==> src/rtl/seg_scan_mux.sv <==
// rtl/seg_scan_mux.sv - multi-digit 7-segment scan controller with frame-synchronous double buffer
//
// Purpose:
//   Accepts a packed word of 4-bit digit codes over a valid/ready handshake.
//   The word is held in a shadow buffer and moved to the display buffer only at a
//   frame boundary. The boundary is the edge that leaves the ON window of the last
//   digit and enters the BLANK window of digit 0. This keeps a partially scanned
//   frame from mixing two words.
//   Each digit slot is REFRESH_DIV cycles long. The first BLANK_CYC cycles keep
//   every enable low while the new code settles in the downstream decoder. The
//   remaining cycles assert the one-hot enable for that digit.
//
// Optional feature:
//   SEG_SCAN_LZB_EN - leading-zero blanking. When this macro is defined, a digit
//   k > 0 keeps its enable low if it and every digit above it are zero. Digit 0 is
//   always shown. The code output and the slot timing do not change.
//
// Parameters:
//   DIGITS      - digits scanned (2..8)
//   REFRESH_DIV - cycles per digit slot, blank plus on
//   BLANK_CYC   - blank cycles at the start of each slot (1 <= BLANK_CYC < REFRESH_DIV)
//
// Ports:
//   i_clk          in   1          rising-edge clock
//   i_rst_n        in   1          asynchronous active-low reset
//   i_in_valid     in   1          i_digits_in holds a new display word
//   o_in_ready     out  1          a word can be accepted (no word pending)
//   i_digits_in    in   4*DIGITS   packed codes; [3:0] is digit 0 (rightmost)
//   o_code         out  4          code of the current slot, to the decoder
//   o_an           out  DIGITS     one-hot digit enable, active-high; zero while blanking
//   o_frame_tick   out  1          one-cycle pulse in the first cycle of each digit-0 slot
//                                  (not asserted for the first frame after reset)

module seg_scan_mux #(
  parameter int DIGITS      = 4,
  parameter int REFRESH_DIV = 50000,
  parameter int BLANK_CYC   = 16
) (
  input  logic                  i_clk,
  input  logic                  i_rst_n,
  input  logic                  i_in_valid,
  output logic                  o_in_ready,
  input  logic [4*DIGITS-1:0]   i_digits_in,
  output logic [3:0]            o_code,
  output logic [DIGITS-1:0]     o_an,
  output logic                  o_frame_tick
);

  localparam int IW = (DIGITS > 1) ? $clog2(DIGITS) : 1;
  localparam int CW = (REFRESH_DIV > 1) ? $clog2(REFRESH_DIV) : 1;
  localparam int DW = 4 * DIGITS;

  localparam logic [IW-1:0] LP_IDX_LAST   = IW'(DIGITS - 1);
  localparam logic [CW-1:0] LP_CNT_LAST   = CW'(REFRESH_DIV - 1);
  localparam logic [CW-1:0] LP_BLANK_LAST = CW'(BLANK_CYC - 1);

  typedef enum logic [0:0] {
    ST_BLANK = 1'b0,
    ST_ON    = 1'b1
  } state_t;

  // Scan state
  state_t            r_state;
  state_t            w_state_nxt;
  logic [IW-1:0]     r_idx;
  logic [IW-1:0]     w_idx_nxt;
  logic [CW-1:0]     r_slot_cnt;
  logic [CW-1:0]     w_cnt_nxt;

  // Double buffer
  logic [DW-1:0]     r_shadow;
  logic [DW-1:0]     w_shadow_nxt;
  logic [DW-1:0]     r_disp;
  logic [DW-1:0]     w_disp_nxt;
  logic              r_pending;
  logic              w_pending_nxt;

  // Registered outputs and their next values
  logic [3:0]        r_code;
  logic [3:0]        w_code_nxt;
  logic [DIGITS-1:0] r_an;
  logic [DIGITS-1:0] w_an_nxt;
  logic              r_frame_tick;
  logic [DIGITS-1:0] w_digit_en;

  logic              w_accept;
  logic              w_slot_end;
  logic              w_frame_end;

  // ---------------------------------------------------------------------------
  // Handshake and slot/frame boundaries
  // ---------------------------------------------------------------------------
  assign w_accept    = i_in_valid && !r_pending;
  assign w_slot_end  = (r_slot_cnt == LP_CNT_LAST);
  assign w_frame_end = (r_state == ST_ON) && w_slot_end && (r_idx == LP_IDX_LAST);

  // ---------------------------------------------------------------------------
  // FSM next-state: BLANK covers counts 0..BLANK_CYC-1, ON covers the rest.
  // The digit index advances on the same edge that re-enters BLANK.
  // ---------------------------------------------------------------------------
  always_comb begin
    w_state_nxt = r_state;
    w_idx_nxt   = r_idx;
    w_cnt_nxt   = w_slot_end ? '0 : r_slot_cnt + 1'b1;
    case (r_state)
      ST_BLANK: begin
        if (r_slot_cnt == LP_BLANK_LAST) begin
          w_state_nxt = ST_ON;
        end
      end
      ST_ON: begin
        if (w_slot_end) begin
          w_state_nxt = ST_BLANK;
          w_idx_nxt   = (r_idx == LP_IDX_LAST) ? '0 : r_idx + 1'b1;
        end
      end
      default: begin
        w_state_nxt = ST_BLANK;
        w_idx_nxt   = '0;
        w_cnt_nxt   = '0;
      end
    endcase
  end

  // ---------------------------------------------------------------------------
  // Double buffer. Commit only releases a word that was pending before this edge,
  // so a word accepted on the boundary edge waits for the following frame.
  // Accept is impossible while pending, so accept and commit never collide.
  // ---------------------------------------------------------------------------
  always_comb begin
    w_disp_nxt    = r_disp;
    w_shadow_nxt  = r_shadow;
    w_pending_nxt = r_pending;
    if (w_frame_end && r_pending) begin
      w_disp_nxt    = r_shadow;
      w_pending_nxt = 1'b0;
    end
    if (w_accept) begin
      w_shadow_nxt  = i_digits_in;
      w_pending_nxt = 1'b1;
    end
  end

  // ---------------------------------------------------------------------------
  // Per-digit enable mask
  // ---------------------------------------------------------------------------
`ifdef SEG_SCAN_LZB_EN
  // A digit is a leading zero when it and every digit above it are zero.
  // The mask is built from the next display word so that it lines up with
  // o_an, which is registered.
  always_comb begin
    w_digit_en = '1;
    for (int k = 1; k < DIGITS; k++) begin
      if ((w_disp_nxt >> (4 * k)) == '0) begin
        w_digit_en[k] = 1'b0;
      end
    end
  end
`else
  assign w_digit_en = '1;
`endif

  // ---------------------------------------------------------------------------
  // Output next values. The outputs are computed from next-state values so that
  // the registered outputs line up with the state they describe.
  // ---------------------------------------------------------------------------
  always_comb begin
    w_code_nxt = w_disp_nxt[{w_idx_nxt, 2'b00} +: 4];
    w_an_nxt   = '0;
    if (w_state_nxt == ST_ON) begin
      w_an_nxt = w_digit_en & (DIGITS'(1) << w_idx_nxt);
    end
  end

  // ---------------------------------------------------------------------------
  // State register
  // ---------------------------------------------------------------------------
  always_ff @(posedge i_clk or negedge i_rst_n) begin
    if (!i_rst_n) begin
      r_state    <= ST_BLANK;
      r_idx      <= '0;
      r_slot_cnt <= '0;
    end else begin
      r_state    <= w_state_nxt;
      r_idx      <= w_idx_nxt;
      r_slot_cnt <= w_cnt_nxt;
    end
  end

  // ---------------------------------------------------------------------------
  // Buffer and output registers
  // ---------------------------------------------------------------------------
  always_ff @(posedge i_clk or negedge i_rst_n) begin
    if (!i_rst_n) begin
      r_shadow     <= '0;
      r_disp       <= '0;
      r_pending    <= 1'b0;
      r_code       <= '0;
      r_an         <= '0;
      r_frame_tick <= 1'b0;
    end else begin
      r_shadow     <= w_shadow_nxt;
      r_disp       <= w_disp_nxt;
      r_pending    <= w_pending_nxt;
      r_code       <= w_code_nxt;
      r_an         <= w_an_nxt;
      // The reset entry into digit 0 is not an edge-driven boundary, so the
      // first frame after reset never pulses.
      r_frame_tick <= w_frame_end;
    end
  end

  assign o_in_ready   = !r_pending;
  assign o_code       = r_code;
  assign o_an         = r_an;
  assign o_frame_tick = r_frame_tick;

endmodule

==> config.mk <==
export PLATFORM = sky130hd
export DESIGN_NAME = seg_scan_mux
export DESIGN_NICKNAME = d
export VERILOG_FILES = /design/src/rtl/seg_scan_mux.sv
export SDC_FILE = /design/constraint.sdc
export NUM_CORES = 1
export LEC_CHECK = 0
export BUFFER_PORTS_ARGS = -buffer_cell sky130_fd_sc_hd__buf_2
export CAP_MARGIN = 10
export CORE_ASPECT_RATIO = 0.9
export CORE_UTILIZATION = 49
export DETAILED_ROUTE_END_ITERATION = 10
export HOLD_SLACK_MARGIN = 0.06
export PLACE_DENSITY_LB_ADDON = 0.15
export SETUP_SLACK_MARGIN = 0.3
export SLEW_MARGIN = 10
export SYNTH_ARGS = -nofsm -noshare
export SYNTH_HDL_FRONTEND = slang
export SYNTH_SLANG_ARGS = --single-unit
==> constraint.sdc <==
create_clock -name i_clk -period 7.01 [get_ports i_clk]
set_input_delay 1.0515 -clock i_clk [delete_from_list [all_inputs] [get_ports i_clk]]
set_output_delay 1.0515 -clock i_clk [all_outputs]
set_load 0.02 [all_outputs]
* Word-level counts from Yosys, hierarchy flattened *
Index checks and enable logic that the tools add are counted.

operators by class
  add/sub/neg operators = 2
  equal/unequal tests = 3
  shifts and indexed selects = 2
  muxes and demuxes = 11
  bitwise operators = 1
  reductions and logical operators = 6

operators by type and width
  kind                                             count
  two-way mux 16 bit                               2
  adder 16 x 1 -> 16 bit, second input constant    1
  == test 16 bit, second input constant            1
  == test 16 x 4 -> 1 bit, second input constant   1
  indexed part select 16 x 5 -> 4 bit              1
  two-way mux 2 bit                                3
  logical AND 1 bit                                4
  two-way mux 1 bit                                4
  two-way mux 4 bit                                1
  << shifter 1 x 2 -> 4 bit, first input constant  1
  adder 2 x 1 -> 2 bit, second input constant      1
  == test 2 bit, second input constant             1
  case mux 1 bit (2 select lines)                  1
  nonzero test 2 bit                               1
  zero test 1 bit                                  1
  inverter 1 bit                                   1

storage, ports and cells
  bits in registers = 61
  input port bits = 19
  output and inout bits = 10
  logic and storage cells = 34

* Longest topological paths before layout *
  depth after elaboration = 6
  depth in mapped cells = 8

* Worst setup path before layout *
OpenSTA, ideal clock, no wires.

  path kind = register to register
  from = register r_slot_cnt[0]
  to = register r_code[2], in the netlist o_code[2]
  setup time = 125 ps
  arrival = 2252 ps
  path slack = 4634 ps
  stages on the path, launching flop included = 9
  buffers on the path = 1
  period minus slack after synthesis = 2376 ps
  cells stage by stage = dfrtp_1 -> ha_1 -> and3_1 -> nand3_2 -> nor3_4 -> buf_4 -> mux2_2 -> mux2_1 -> mux2_2

on the way
  word-level cells in the longest chain between the ends = 6
  elaborated cells between the ends (all ways) = 8

RTL lines
  what                                 RTL line  source
  start: declaration                   67        logic [CW-1:0] r_slot_cnt;
  start signal: assignment             186       r_slot_cnt <= w_cnt_nxt;
  == test 16 bit                       94        assign w_slot_end = (r_slot_cnt == LP_CNT_LAST);
  logical AND 1 bit (2 in series)      95        assign w_frame_end = (r_state == ST_ON) && w_slot_end && (r_idx == LP_IDX_LAST);
  logical AND 1 bit                    134       if (w_frame_end && r_pending) begin
  two-way mux 16 bit                   134
  named net w_disp_nxt[6]              74        logic [DW-1:0] w_disp_nxt;
  indexed part select 16 x 5 -> 4 bit  168       w_code_nxt = w_disp_nxt[{w_idx_nxt, 2'b00} +: 4];
  named net w_code_nxt[2]              80        logic [3:0] w_code_nxt;
  end signal: assignment               205       r_code <= w_code_nxt;
  end: declaration                     79        logic [3:0] r_code;

The timed path passes the listed nets, and every way through them passes these cells.
A chain may end at the register's enable or synchronous reset.

* Worst setup path in the final report *
Ends and elaborated chain as after synthesis.

==> run summary <==
The area of all sequential standard cells is 1530 sq um. The first global-routing pass estimated 7220 um of wire. The count of nets left with antenna violations once routing finished came out at 0. The footprint of the multi-input gates came out at 963 sq um. The number of top-level design ports came out at 29. The average vias per placed instance came out at 5.10. The worst setup path is launched from a flop. In the layout the commonest cells are dfrtp_1 (61), mux2_2 (43), buf_2 (28), nor2_1 (13), clkbuf_8 (11). The total via count after detailed routing came out at 1,473. Leaving out filler cells and counting taps, the final layout contains 289. The number of DRC violations after detailed-routing iteration 0 came out at 58. The overall fraction of global-route tracks in use is 17.9%. The filler cell count in the final layout came out at 395. In this run the register-to-register setup slack is 4.27 ns. In this run the critical register-to-register path is captured at o_code[2]. The worst hold path begins at r_slot_cnt[0]. The count of final setup violators came out at 0. The count of input and output buffers is 28. The final-stage net count came out at 240. The sum of overflow across all layers after global routing is 0.

Summed over all layers, the routed wires come to 4320 um. The static leakage came out at 1.52 nW. The final hold violation count is 0. The cts-stage hold buffer count is 0.

For the pin with the worst max-slew slack, the measured transition is 0.769 ns. The die boundary height is 70.2 um. The count of final max-slew check failures was 0. The full die area is 5470 sq um. The warning count from the yosys run is 0.

The floorplan core area came out at 4890 sq um. Leaving out fill and tap cells, the most frequent cell in the layout is dfrtp_1. The area added between synthesis and finish came out at 17.5%. The maximum number of pins on one net before global-route repair came out at 62.

The clock passes through at most 2 buffers. The length of the first detailed-routing pass in iterations is 4. The total power divided by cell area came out at 246 nW/um^2. The sequential fraction of the synthesis area came out at 60.2%. The run finished with clean final reports. The number of instances in the synthesized netlist came out at 182.

The tightest slew margin relative to the limit came out at 48.5%. The clock transition at the registers of the reported paths came out at 0.07 ns. After Yosys synthesis, full adders, half adders and majority gates account for 0.987% of the synthesized area. Of the post-synthesis cell area, the part taken by muxes is 21.3%. Along the worst path, the maximum fanout reaches 16.

The final setup TNS came out at 0 ns. By area, the combinational part of the netlist is dominated by multiplexers. The clock root buffer is clkbuf_8.

IR analysis of the VDD net gives a maximum drop of 0.000230 V. The latest clock arrival within the worst-skew pair is 0.33 ns. The setup skew after layout came out at 0.00667 ns. The congestion estimate from routability-driven global placement came to 0.802. The post-CTS setup-driven buffer insertion count came out at 0. The maximum clock rate is 365 MHz. The share of the core filled with cells in the final layout is 60.9%. The total inserted antenna cells came out at 0. In this run the critical register-to-register path is launched from r_slot_cnt[0]. The path with the worst hold slack has its endpoint at r_slot_cnt[0]. Setup repair after global routing left no endpoint under its margin. The number of nets produced by synthesis came out at 203. Once routing completed, OpenROAD measured the worst setup slack at 4.27 ns. In the final routed layout, each cell accounts on average for 14.9 um. The worst reg-to-reg path cell count is 7. The count of state elements after synthesis is 61. The initial antenna violation count is 0. The max-capacitance violation count came out at 0. The post-detailed-route DRC marker count is 0. The post-layout minimum cycle time is 2.74 ns.

The number of global-route vias before repair was 1,554. The CTS H-tree depth came out at 3. The worst hold path belongs to the class reg -> reg. The xor-xnor portion of the synthesized cell area came out at 4.84%.

The tree built by TritonCTS fans out to 61 sinks. The signal arrival time at the worst endpoint came out at 2.97 ns. The HPWL after detailed placement is 2850 um. From left edge to right edge, the die measures 77.8 um. The share of layout cells above drive strength 1 came out at 42.9%. The post-place setup slack is 4.26 ns.

The basic-gate share of the synthesized area counting and, or, nand and nor cells is 10.4%. Row generation in the floorplan step produced 24 rows. The number of cells in the design after placement is 273.

STA classifies the critical path endpoint as a flop. The quantity of gates resized following cts came out at 0. Counting the buffers created by CTS gives 9. The cell depth of the worst hold path came out at 1. The period utilization is 39.1%. Summing the areas of all compound-gate instances in the mapped netlist gives 0.494% of the synthesized area.

The post-route total power is 0.732 mW. The required time at the endpoint of the critical path is 7.23 ns. The average instance area after synthesis came out at 13.9 sq um. The effective utilization at floorplan is 51.8%. The critical path is of the reg -> reg type. The synthesized netlist occupies a cell area of 2530 sq um. TritonCTS built the clock tree. The post-synthesis cell type count is 26.
-- layer usage --
metal	GRT usage, %	vias up	share of wire, %
met1	22.0	725	46
met2	28.3	42	48
li1	-	702	-
met4	7.55	0	1.3
met3	6.93	4	4.9
met5	0	-	0
-- layout make-up --
cell class              count  share of cell area, %
repair buffers             30                   5.21
clock buffers              11                   5.08
well taps                  65                   2.73
flip-flops and latches     61                   51.2
clock inverters             5                   2.77
multi-input cells         112                   32.3
inverters                   5                  0.630
-- synth_stat cells --
| library cell | n | area share (%) |
|---|---|---|
| xnor2_1 | 6 | 2.1 |
| or4_1 | 1 | 0.30 |
| buf_4 | 1 | 0.30 |
| nor3_4 | 1 | 0.64 |
| and3_1 | 6 | 1.5 |
| inv_2 | 1 | 0.15 |
| nand3_2 | 1 | 0.39 |
| mux2i_4 | 2 | 1.8 |
| and4_1 | 1 | 0.35 |
| xor2_1 | 8 | 2.8 |
| nand3_1 | 7 | 1.4 |
| buf_6 | 1 | 0.44 |
| clkbuf_1 | 2 | 0.30 |
| mux2_1 | 1 | 0.44 |
| mux2_2 | 43 | 19 |
| inv_1 | 4 | 0.59 |
| nor4_2 | 1 | 0.49 |
| nor2b_1 | 3 | 0.74 |
| ha_1 | 2 | 0.99 |
| nand2_1 | 7 | 1.0 |
| nor3_1 | 6 | 1.2 |
| dfrtp_1 | 61 | 60 |
| o21bai_1 | 1 | 0.30 |
| nor2_1 | 13 | 1.9 |
| or3_4 | 1 | 0.44 |
| o21ai_0 | 1 | 0.20 |
-- critical path, stage by stage (launching register included) --
cell	delay [ns]
dfrtp_1	0.38
ha_1	0.20
and3_1	0.24
nand3_2	0.15
nor3_4	0.67
mux2_2	0.43
mux2_1	0.30
mux2_2	0.26
-- registers in the layout (all words and copies together), names as in the netlist --
name          count
r_disp           16
r_shadow         16
r_slot_cnt       16
o_an              4
o_code            4
r_idx             2
o_frame_tick      1
r_pending         1
r_state           1
-- per-stage QoR --
stage	hold WS (ns)	cell area (sq um)
6_report	0.486	2980
5_1_grt	0.511	2980
4_1_cts	0.500	2980
3_5_place_dp	0.483	2750
3_3_place_gp	0.456	2750
2_1_floorplan	0.446	2530
-- report_power, final --
group	total [mW]	switching (mW)	internal (mW)	leakage, nW
clock network	0.357	0.137	0.219	0.108
logic	0.0161	0.00884	0.00729	0.604
registers	0.359	0.00246	0.357	0.805
-- how the worst max path moves through the flow --
| stage | startpoint | end | cells after the start |
|---|---|---|---|
| global route | r_slot_cnt[0] | o_code[2] | 7 |
| detailed placement | r_slot_cnt[0] | o_code[2] | 7 |
| finish | r_slot_cnt[0] | o_code[2] | 7 |
| CTS | r_slot_cnt[0] | o_code[2] | 7 |
| global placement | r_slot_cnt[0] | o_code[2] | 7 |
| floorplan | r_slot_cnt[0] | o_code[2] | 8 |
-- cell families after synthesis --
| logic type | count (synthesis) |
|---|---|
| xor gates and xnor gates | 14 |
| muxes | 46 |
| and+or+nand+nor | 48 |
| adders and majority gates | 2 |
| buffers and inverters | 9 |
| DFF | 61 |
| AOI/OAI and AO/OA | 2 |
No activity file was read; power rests on OpenSTA's default activity.
